`src/rtl/hazard_control_unit.sv`:
```
// Pipeline hazard control: combinational stall/flush priority plus a cache-miss FSM
// with a saturating miss counter and sticky timeout. HAZARD_STALL_COUNT_EN adds Stall_Cycles.
module hazard_control_unit #(
  parameter int unsigned MISS_TIMEOUT = 255
) (
  input  logic       clk,
  input  logic       reset,
  input  logic [1:0] ID_RS,
  input  logic [1:0] ID_RT,
  input  logic       ID_Use_RS,
  input  logic       ID_Use_RT,
  input  logic       EX_Mem_Read,
  input  logic [1:0] EX_RD,
  input  logic       Branch_Taken,
  input  logic       I_Cache_Req,
  input  logic       I_Cache_Ready,
  input  logic       D_Cache_Req,
  input  logic       D_Cache_Ready,
  output logic       PC_Write,
  output logic       IF_ID_Write,
  output logic       ID_EX_Bubble,
  output logic       IF_ID_Flush,
  output logic       Pipe_Freeze,
  output logic [1:0] State,
  output logic       Miss_Timeout
`ifdef HAZARD_STALL_COUNT_EN
  ,
  output logic [15:0] Stall_Cycles
`endif
);

  typedef enum logic [1:0] {
    RUN   = 2'b00,
    IMISS = 2'b01,
    DMISS = 2'b10
  } state_e;

  localparam logic [7:0] TimeoutVal = MISS_TIMEOUT[7:0];

  state_e     state_q, state_d;
  logic [7:0] missCnt_q, missCnt_d;
  logic       timeout_q, timeout_d;
  logic       dmiss, imiss, loadUse;

  assign dmiss   = D_Cache_Req && !D_Cache_Ready;
  assign imiss   = I_Cache_Req && !I_Cache_Ready;
  assign loadUse = EX_Mem_Read && ((ID_Use_RS && (EX_RD == ID_RS)) ||
                                   (ID_Use_RT && (EX_RD == ID_RT)));

  always_ff @(posedge clk or posedge reset) begin
    if (reset) begin
      state_q   <= RUN;
      missCnt_q <= '0;
      timeout_q <= 1'b0;
    end else begin
      state_q   <= state_d;
      missCnt_q <= missCnt_d;
      timeout_q <= timeout_d;
    end
  end

  always_comb begin
    state_d = state_q;
    case (state_q)
      RUN: begin
        if (dmiss)      state_d = DMISS;
        else if (imiss) state_d = IMISS;
      end
      IMISS: begin
        if (dmiss)       state_d = DMISS;
        else if (!imiss) state_d = RUN;
      end
      DMISS: begin
        if (!dmiss) state_d = imiss ? IMISS : RUN;
      end
      default: state_d = RUN;
    endcase
  end

  // Counter restarts on any state change so it measures time spent in the current miss.
  always_comb begin
    missCnt_d = missCnt_q;
    if (state_d != state_q)
      missCnt_d = '0;
    else if ((state_q != RUN) && (missCnt_q != 8'hFF))
      missCnt_d = missCnt_q + 8'd1;
  end

  assign timeout_d = timeout_q | (missCnt_d == TimeoutVal);

  // Outputs depend only on live inputs, so a ready cycle releases the stall immediately.
  always_comb begin
    PC_Write     = 1'b1;
    IF_ID_Write  = 1'b1;
    ID_EX_Bubble = 1'b0;
    IF_ID_Flush  = 1'b0;
    Pipe_Freeze  = 1'b0;
    if (dmiss) begin
      Pipe_Freeze = 1'b1;
      PC_Write    = 1'b0;
      IF_ID_Write = 1'b0;
    end else if (Branch_Taken) begin
      IF_ID_Flush  = 1'b1;
      ID_EX_Bubble = 1'b1;
    end else if (imiss) begin
      PC_Write    = 1'b0;
      IF_ID_Flush = 1'b1;
    end else if (loadUse) begin
      PC_Write     = 1'b0;
      IF_ID_Write  = 1'b0;
      ID_EX_Bubble = 1'b1;
    end
  end

  assign State        = state_q;
  assign Miss_Timeout = timeout_q;

`ifdef HAZARD_STALL_COUNT_EN
  logic [15:0] stallCnt_q;

  always_ff @(posedge clk or posedge reset) begin
    if (reset)
      stallCnt_q <= '0;
    else if (!PC_Write)
      stallCnt_q <= stallCnt_q + 16'd1;
  end

  assign Stall_Cycles = stallCnt_q;
`endif

endmodule

```
`config.mk`:
```
export PLATFORM = sky130hd
export DESIGN_NAME = hazard_control_unit
export DESIGN_NICKNAME = d
export VERILOG_FILES = /design/src/rtl/hazard_control_unit.sv
export SDC_FILE = /design/constraint.sdc
export NUM_CORES = 1
export LEC_CHECK = 0
export CORE_MARGIN = 8
export CORE_UTILIZATION = 35
export DETAILED_ROUTE_END_ITERATION = 7
export PLACE_DENSITY = 0.72
export SYNTH_ARGS = -nofsm -noshare
export SYNTH_HDL_FRONTEND = slang
export SYNTH_SLANG_ARGS = --single-unit
```
`constraint.sdc`:
```
create_clock -name clk -period 5.1 [get_ports clk]
set_input_delay 0.51 -clock clk [delete_from_list [all_inputs] [get_ports clk]]
set_output_delay 0.51 -clock clk [all_outputs]
set_load 0.05 [all_outputs]
```
==> results of run 1 <==
## worst paths after layout
| path | endpoint | slack (ns) | cells past startpoint |
|---|---|---|---|
| worst max-delay path | ID_EX_Bubble | 2.04 | 7 |
| worst min-delay path | missCnt_q[7] | 0.52 | 2 |
| worst max register to register | Miss_Timeout | 3.29 | 6 |
| worst min register to register | Miss_Timeout | 0.52 | 1 |
| max in group asynchronous | missCnt_q[2] | 4.28 | 2 |
| min in group clk | Miss_Timeout | 0.52 | 1 |
## state kept, by name, summed over array words and instances (netlist names)
| name | flops |
|---|---|
| State | 2 |
| Miss_Timeout | 1 |
| missCnt_q | 8 |
## power breakdown
group          total [uW]  internal, uW  switching [uW]
combinational        60.3          27.3            33.0
sequential           94.1          89.7            4.31
clock                62.2          30.4            31.8
## worst max-delay path: cells and delay by family
kind                   cells  cell delay (ns)
buffers and inverters      2             1.31
AND/OR/NAND/NOR            2             0.21
XOR/XNOR                   1             0.14
AO/OA/AOI/OAI              2             0.37
## routing by layer
metal  up-vias  part of all wire [%]
met3         4                   7.3
li1        344                     -
met5         -                     0
met2        22                    47
met1       310                    42
met4         0                   3.9
## cell usage after synthesis (all sizes together), types with 2 or more instances
master,number
nand2,7
xnor2,5
nor2,18
nor3,2
a21oi,5
nand2b,2
xor2,2
mux2i,2
dfrtp,11
inv,5
nor2b,2
a31oi,2
nand3,2
a31o,2
## area by class of cell
class                      instances  area (sq um)  share of cell area (%)
multi-input combinational         66         425.4                   41.98
sequential                        11         275.3                   27.16
timing repair buffer              23         230.2                   22.72
tap                               27         33.78                   3.333
clock buffer                       4         26.28                   2.593
inverter                           6         22.52                   2.222
## through the flow
stage / util [%] / hold slack, ns / power [uW] / instance area, sq um / setup WS, ns
floorplan: - / 0.3624 / 131.4 / 723.2 / 2.140
global placement: 50.32 / 0.4468 / 155.8 / 987.2 / 2.052
detailed placement: 50.32 / 0.5165 / 156.4 / 987.2 / 2.017
CTS: 51.66 / 0.5315 / 218.7 / 1013 / 2.013
global route: 51.66 / 0.5344 / 227.4 / 1013 / 1.869
finish: 51.66 / 0.5150 / 216.5 / 1013 / 2.037
## cell families (layout without fill, tap and decap cells)
family	Yosys count	in the layout	share of synthesized area, %
compound gates	16	16	17.30
simple gates	39	39	26.47
mux	3	3	4.844
flops	11	11	38.06
buf+inv	6	33	3.114
fa+ha+maj	1	1	1.730
xor+xnor	7	7	8.478
==> impl_metrics.tcl, run 1 <==
set metrics [dict create \
    outcome "finished, final reports clean" \
    die-area_sq_um 3777 \
    cp_common_cell "sky130_fd_sc_hd__clkdlybuf4s50_1" \
    share_of_flip_flops_with_an_asynchronous_set_or_reset_pct 100.0 \
    path_class "in2out" \
    drc 0 \
    setup_viol 0 \
    tightestPinTransition_ns 0.5077 \
    synthesis.instances 83 \
    numPortBuffers 23 \
    worstSetupStartpointType "input pin" \
    worst_ir_drop_vdd_mv 0.1224 \
    filler_cell_count 203 \
    cts_setup_buffers 0 \
    dr_total_vias 680 \
    post_layout_nonfiller_instances 137 \
    placed_cells_incl_taps 133 \
    cpPeakStageDelay_ns 0.81 \
    timing.critical_path.arrival_ns 2.55 \
    cts_tree "built" \
    die_h_um 61.46 \
    initial_utilization_pct 36.86 \
    ys_top_cells_by_area "sky130_fd_sc_hd__dfrtp_1 38%, sky130_fd_sc_hd__nor2_1 9.3%, sky130_fd_sc_hd__xnor2_1 6.1%" \
    globalRoute.busiestLayer "met2" \
    first_global_vias 704 \
    cp_data_required_time_ns 4.59 \
    timing.max_slew.rel_slack_pct 66.05 \
    cell_taking_the_most_area_after_synthesis "sky130_fd_sc_hd__dfrtp_1" \
    ys_dominant_reg_cell "sky130_fd_sc_hd__dfrtp_1" \
    postSynthNetCount 100 \
    post_drt_via_cell_ratio 4.964 \
    min_period_over_period_pct 60.06 \
    floorplan.rows 16 \
    met2_usage_pct 15.82 \
    synth-seq-area-share_pct 38.06 \
    critical_path.reg2reg.startpoint "missCnt_q[0]" \
    drive_gt1_share_pct 9.091 \
    yosys_register_bits 11 \
    dp.final_hpwl_um 1360 \
    grt_use_total_pct 10.49 \
    worstPathMaxFanout 3 \
    dr.pass1.iters 4 \
    max-clock-path-buffers 2 \
    die_w_um 61.46 \
    critical_path_capture_point_type "primary output" \
    detail_route.wirelength_um 1655 \
    synth.avg_cell_area_sq_um 8.713 \
    netlist-cell-type-count 32 \
    drv_slew 0 \
    numCtsBuffers 3 \
    max_cap_viol_count 0 \
    critPathSlowestCell "sky130_fd_sc_hd__clkdlybuf4s50_1" \
    setup-tns-final_ns 0 \
    setup.worst_path.start "EX_RD[0]" \
    cellLeakagePower_uw 0.0004109 \
    ordered_list_of_cells_on_the_worst_path "clkdlybuf4s50_1, xnor2_1, nand4_1, a31oi_1, a21oi_1, nor2_1, clkdlybuf4s50_1" \
    global_route_wire_length_before_repair_um 2884 \
    mostFrequentLayoutCells "23 x sky130_fd_sc_hd__clkdlybuf4s50_1, 18 x sky130_fd_sc_hd__nor2_1, 11 x sky130_fd_sc_hd__dfrtp_1" \
    gr-total-overflow 0 \
    skew_ns 0.007369 \
    post_synth_instance_area_sq_um 723.2 \
    fp.coreArea_sq_um 1962 \
    antenna-diode-count 0 \
    antenna_found_initial 0 \
    synth_edf_count 0 \
    ys_warn_count 0 \
    final.min_clock_period_ns 3.063 \
    grt_setup_unrepaired "false" \
    pwr_density_cell_nw_per_um2 213.7 \
    clk_transition_reported_paths_ns 0.08 \
    io_pins 24 \
    groute.layer.met3.usage_pct 3.549 \
    fmaxAchievable_ghz 0.3265 \
    cts_num_sinks 11 \
    post_cts_hold_buffers 0 \
    htree_levels 1 \
    drt-initial-drc-count 4 \
    synthToLayoutAreaGrowth_pct 40.14 \
    cts_root_buf "sky130_fd_sc_hd__clkbuf_4" \
    layout.cells.most_common "sky130_fd_sc_hd__clkdlybuf4s50_1" \
    wire_per_inst_um 12.08 \
    gp_routability_congestion 0.8075 \
    final_hold_viols 0 \
    yosys.area.top_type_share_pct 38.06 \
    gr-usage-met1_pct 11.04 \
    postCtsResizedCells 0 \
    worstHoldPathType "in2async" \
    route.antenna.remaining_nets 0 \
    grt_max_degree 12 \
    final_net_count 128 \
    worst_skew_pair.late_latency_ns 0.28 \
]
Power figures use the tool's default switching activity.
==> run 2: changes to the inputs <==
- clock period: 5.1 -> 3.04 ns (I/O delays scaled with it)
==> impl_metrics.tcl, run 2 (synthesized netlist as in run 1, its figures left out) <==
set metrics [dict create \
    drt-initial-drc-count 9 \
    rr_worst_depth 6 \
    clock_power_share_pct 28.6 \
    timing.max_slew.rel_slack_pct 66.06 \
    drive_gt1_share_pct 9.091 \
    setup_viol 0 \
    die-area_sq_um 3777 \
    antenna-diode-count 0 \
    seq_power_share_pct 43.6 \
    critical_path_capture_point_type "primary output" \
    grt_max_degree 12 \
    mostFrequentLayoutCells "23 x sky130_fd_sc_hd__clkdlybuf4s50_1, 18 x sky130_fd_sc_hd__nor2_1, 11 x sky130_fd_sc_hd__dfrtp_1" \
    gr-total-overflow 0 \
    share_comb_of_total_power_pct 27.8 \
    multi_input_gate_area_sq_um 425.4 \
    placed_cells_incl_taps 133 \
    rr_endpoint "Miss_Timeout" \
    grt_use_total_pct 10.24 \
    detail_route.wirelength_um 1676 \
    globalRoute.busiestLayer "met2" \
    worstSetupStartpointType "input pin" \
    timing.critical_path.max_delay_family "buffers and inverters" \
    die_w_um 61.46 \
    post_layout_nonfiller_instances 137 \
    layout.cells.most_common "sky130_fd_sc_hd__clkdlybuf4s50_1" \
    cts_setup_buffers 0 \
    critPathSlowestCell "sky130_fd_sc_hd__clkdlybuf4s50_1" \
    setup.worst_path.start "EX_RD[0]" \
    cp_data_required_time_ns 2.74 \
    timing.critical_path.arrival_ns 2.34 \
    dp.final_hpwl_um 1361 \
    cp_common_cell "sky130_fd_sc_hd__clkdlybuf4s50_1" \
    post_cts_hold_buffers 0 \
    die_h_um 61.46 \
    min_period_over_period_pct 87.13 \
    internal_cell_power_uw 247.2 \
    timing.final.ws_setup_ns 0.3911 \
    first_global_vias 697 \
    largest-register "missCnt_q" \
    final_core_util_pct 51.66 \
    wire_per_inst_um 12.23 \
    ordered_list_of_cells_on_the_worst_path "clkdlybuf4s50_1, xnor2_1, nand4_1, a31oi_1, a21oi_1, nor2_1, clkdlybuf4s50_1" \
    fmaxAchievable_ghz 0.3775 \
    cellLeakagePower_uw 0.0004109 \
    gr-usage-met1_pct 11.16 \
    setup-tns-final_ns 0 \
    fp.coreArea_sq_um 1962 \
    worst_skew_pair.late_latency_ns 0.27 \
    critical_path.reg2reg.startpoint "missCnt_q[0]" \
    cts_root_buf "sky130_fd_sc_hd__clkbuf_4" \
    largest_register_ff_count 8 \
    groute.layer.met3.usage_pct 4.175 \
    total_switching_power_uw 115.9 \
    floorplan.rows 16 \
    initial_utilization_pct 36.86 \
    worstHoldPathType "in2async" \
    max-clock-path-buffers 2 \
    cts_num_sinks 11 \
    detailedPlace.worstSlack_ns 0.3733 \
    outcome "finished, final reports clean" \
    pwr_density_cell_nw_per_um2 358.3 \
    met2_usage_pct 16.42 \
    tightestPinTransition_ns 0.5075 \
    final.min_clock_period_ns 2.649 \
    io_pins 24 \
    power_switching_share_pct 31.92 \
    synthToLayoutAreaGrowth_pct 40.14 \
    path_class "in2out" \
    numPortBuffers 23 \
    drv_slew 0 \
    htree_levels 1 \
    worst_ir_drop_vdd_mv 0.2130 \
    cts_tree "built" \
    cpPeakStageDelay_ns 0.81 \
    route.antenna.remaining_nets 0 \
    filler_cell_count 197 \
    antenna_found_initial 0 \
    post_drt_via_cell_ratio 5.066 \
    skew_ns 0.007643 \
    dr_total_vias 694 \
    final_net_count 128 \
    numCtsBuffers 3 \
    drc 0 \
    clk_transition_reported_paths_ns 0.08 \
    final-seq-area_sq_um 275.3 \
    hold-worst-slack_ns 0.3160 \
    max_cap_viol_count 0 \
    worstPathMaxFanout 3 \
    regToRegSetupSlack_ns 1.20 \
    final_hold_viols 0 \
    grt_setup_unrepaired "false" \
    bufs_and_invs_on_worst_path 2 \
    global_route_wire_length_before_repair_um 2884 \
    dr.pass1.iters 4 \
    postCtsResizedCells 0 \
    gp_routability_congestion 0.8072 \
]
## run 2: cell counts in the layout (fill, tap and decap cells not counted)
No cell type changed its count.
## run 2: how the worst max path moves through the flow
stage | to | cells after the start
after floorplan | PC_Write | 3
after global placement | ID_EX_Bubble | 7
after detailed placement | ID_EX_Bubble | 7
after CTS | ID_EX_Bubble | 7
after global routing | ID_EX_Bubble | 7
final | ID_EX_Bubble | 7
## run 2: worst register-to-register path: cells and delay by family, from the launching register on
family	cells	cell delay (ns)
AOI/OAI and AO/OA	3	0.68
DFF	1	0.45
adders and majority gates	1	0.28
and+or+nand+nor	1	0.22
muxes	1	0.10
## run 2: power by group through the flow
stage | clock [uW] | sequential (uW) | combinational [uW]
after global placement | 0 | 160 | 101
after detailed placement | 0 | 161 | 102
final | 104 | 158 | 101
after global routing | 113 | 159 | 110
after CTS | 105 | 158 | 102
after floorplan | 0 | 164 | 56.1
## run 2: metrics by stage
step / power (uW) / area [sq um]
after CTS: 365.4 / 1013
after global routing: 382.2 / 1013
after detailed placement: 262.6 / 987.2
final: 363.1 / 1013
after global placement: 261.3 / 987.2
after floorplan: 220.4 / 723.2
## run 2: cell type report
cell class	count	area share, %
inverter	6	2.222
tap	27	3.333
sequential	11	27.16
timing repair buffer	23	22.72
multi-input combinational	66	41.98
clock buffer	4	2.593
## run 2: per-layer routing
| metal | vias to the layer above | part of all wire [%] | wire (um) |
|---|---|---|---|
| met5 | - | 0 | 0 |
| met4 | 0 | 2.3 | 39 |
| met3 | 4 | 7.4 | 124 |
| met2 | 24 | 47 | 791 |
| met1 | 321 | 43 | 720 |
| li1 | 345 | - | - |
==> run 3: changes to the inputs <==
- GPL_ROUTABILITY_DRIVEN: default -> 0
==> results of run 3 <==
No change in the layout: final DEF, timing and power equal those of run 2.
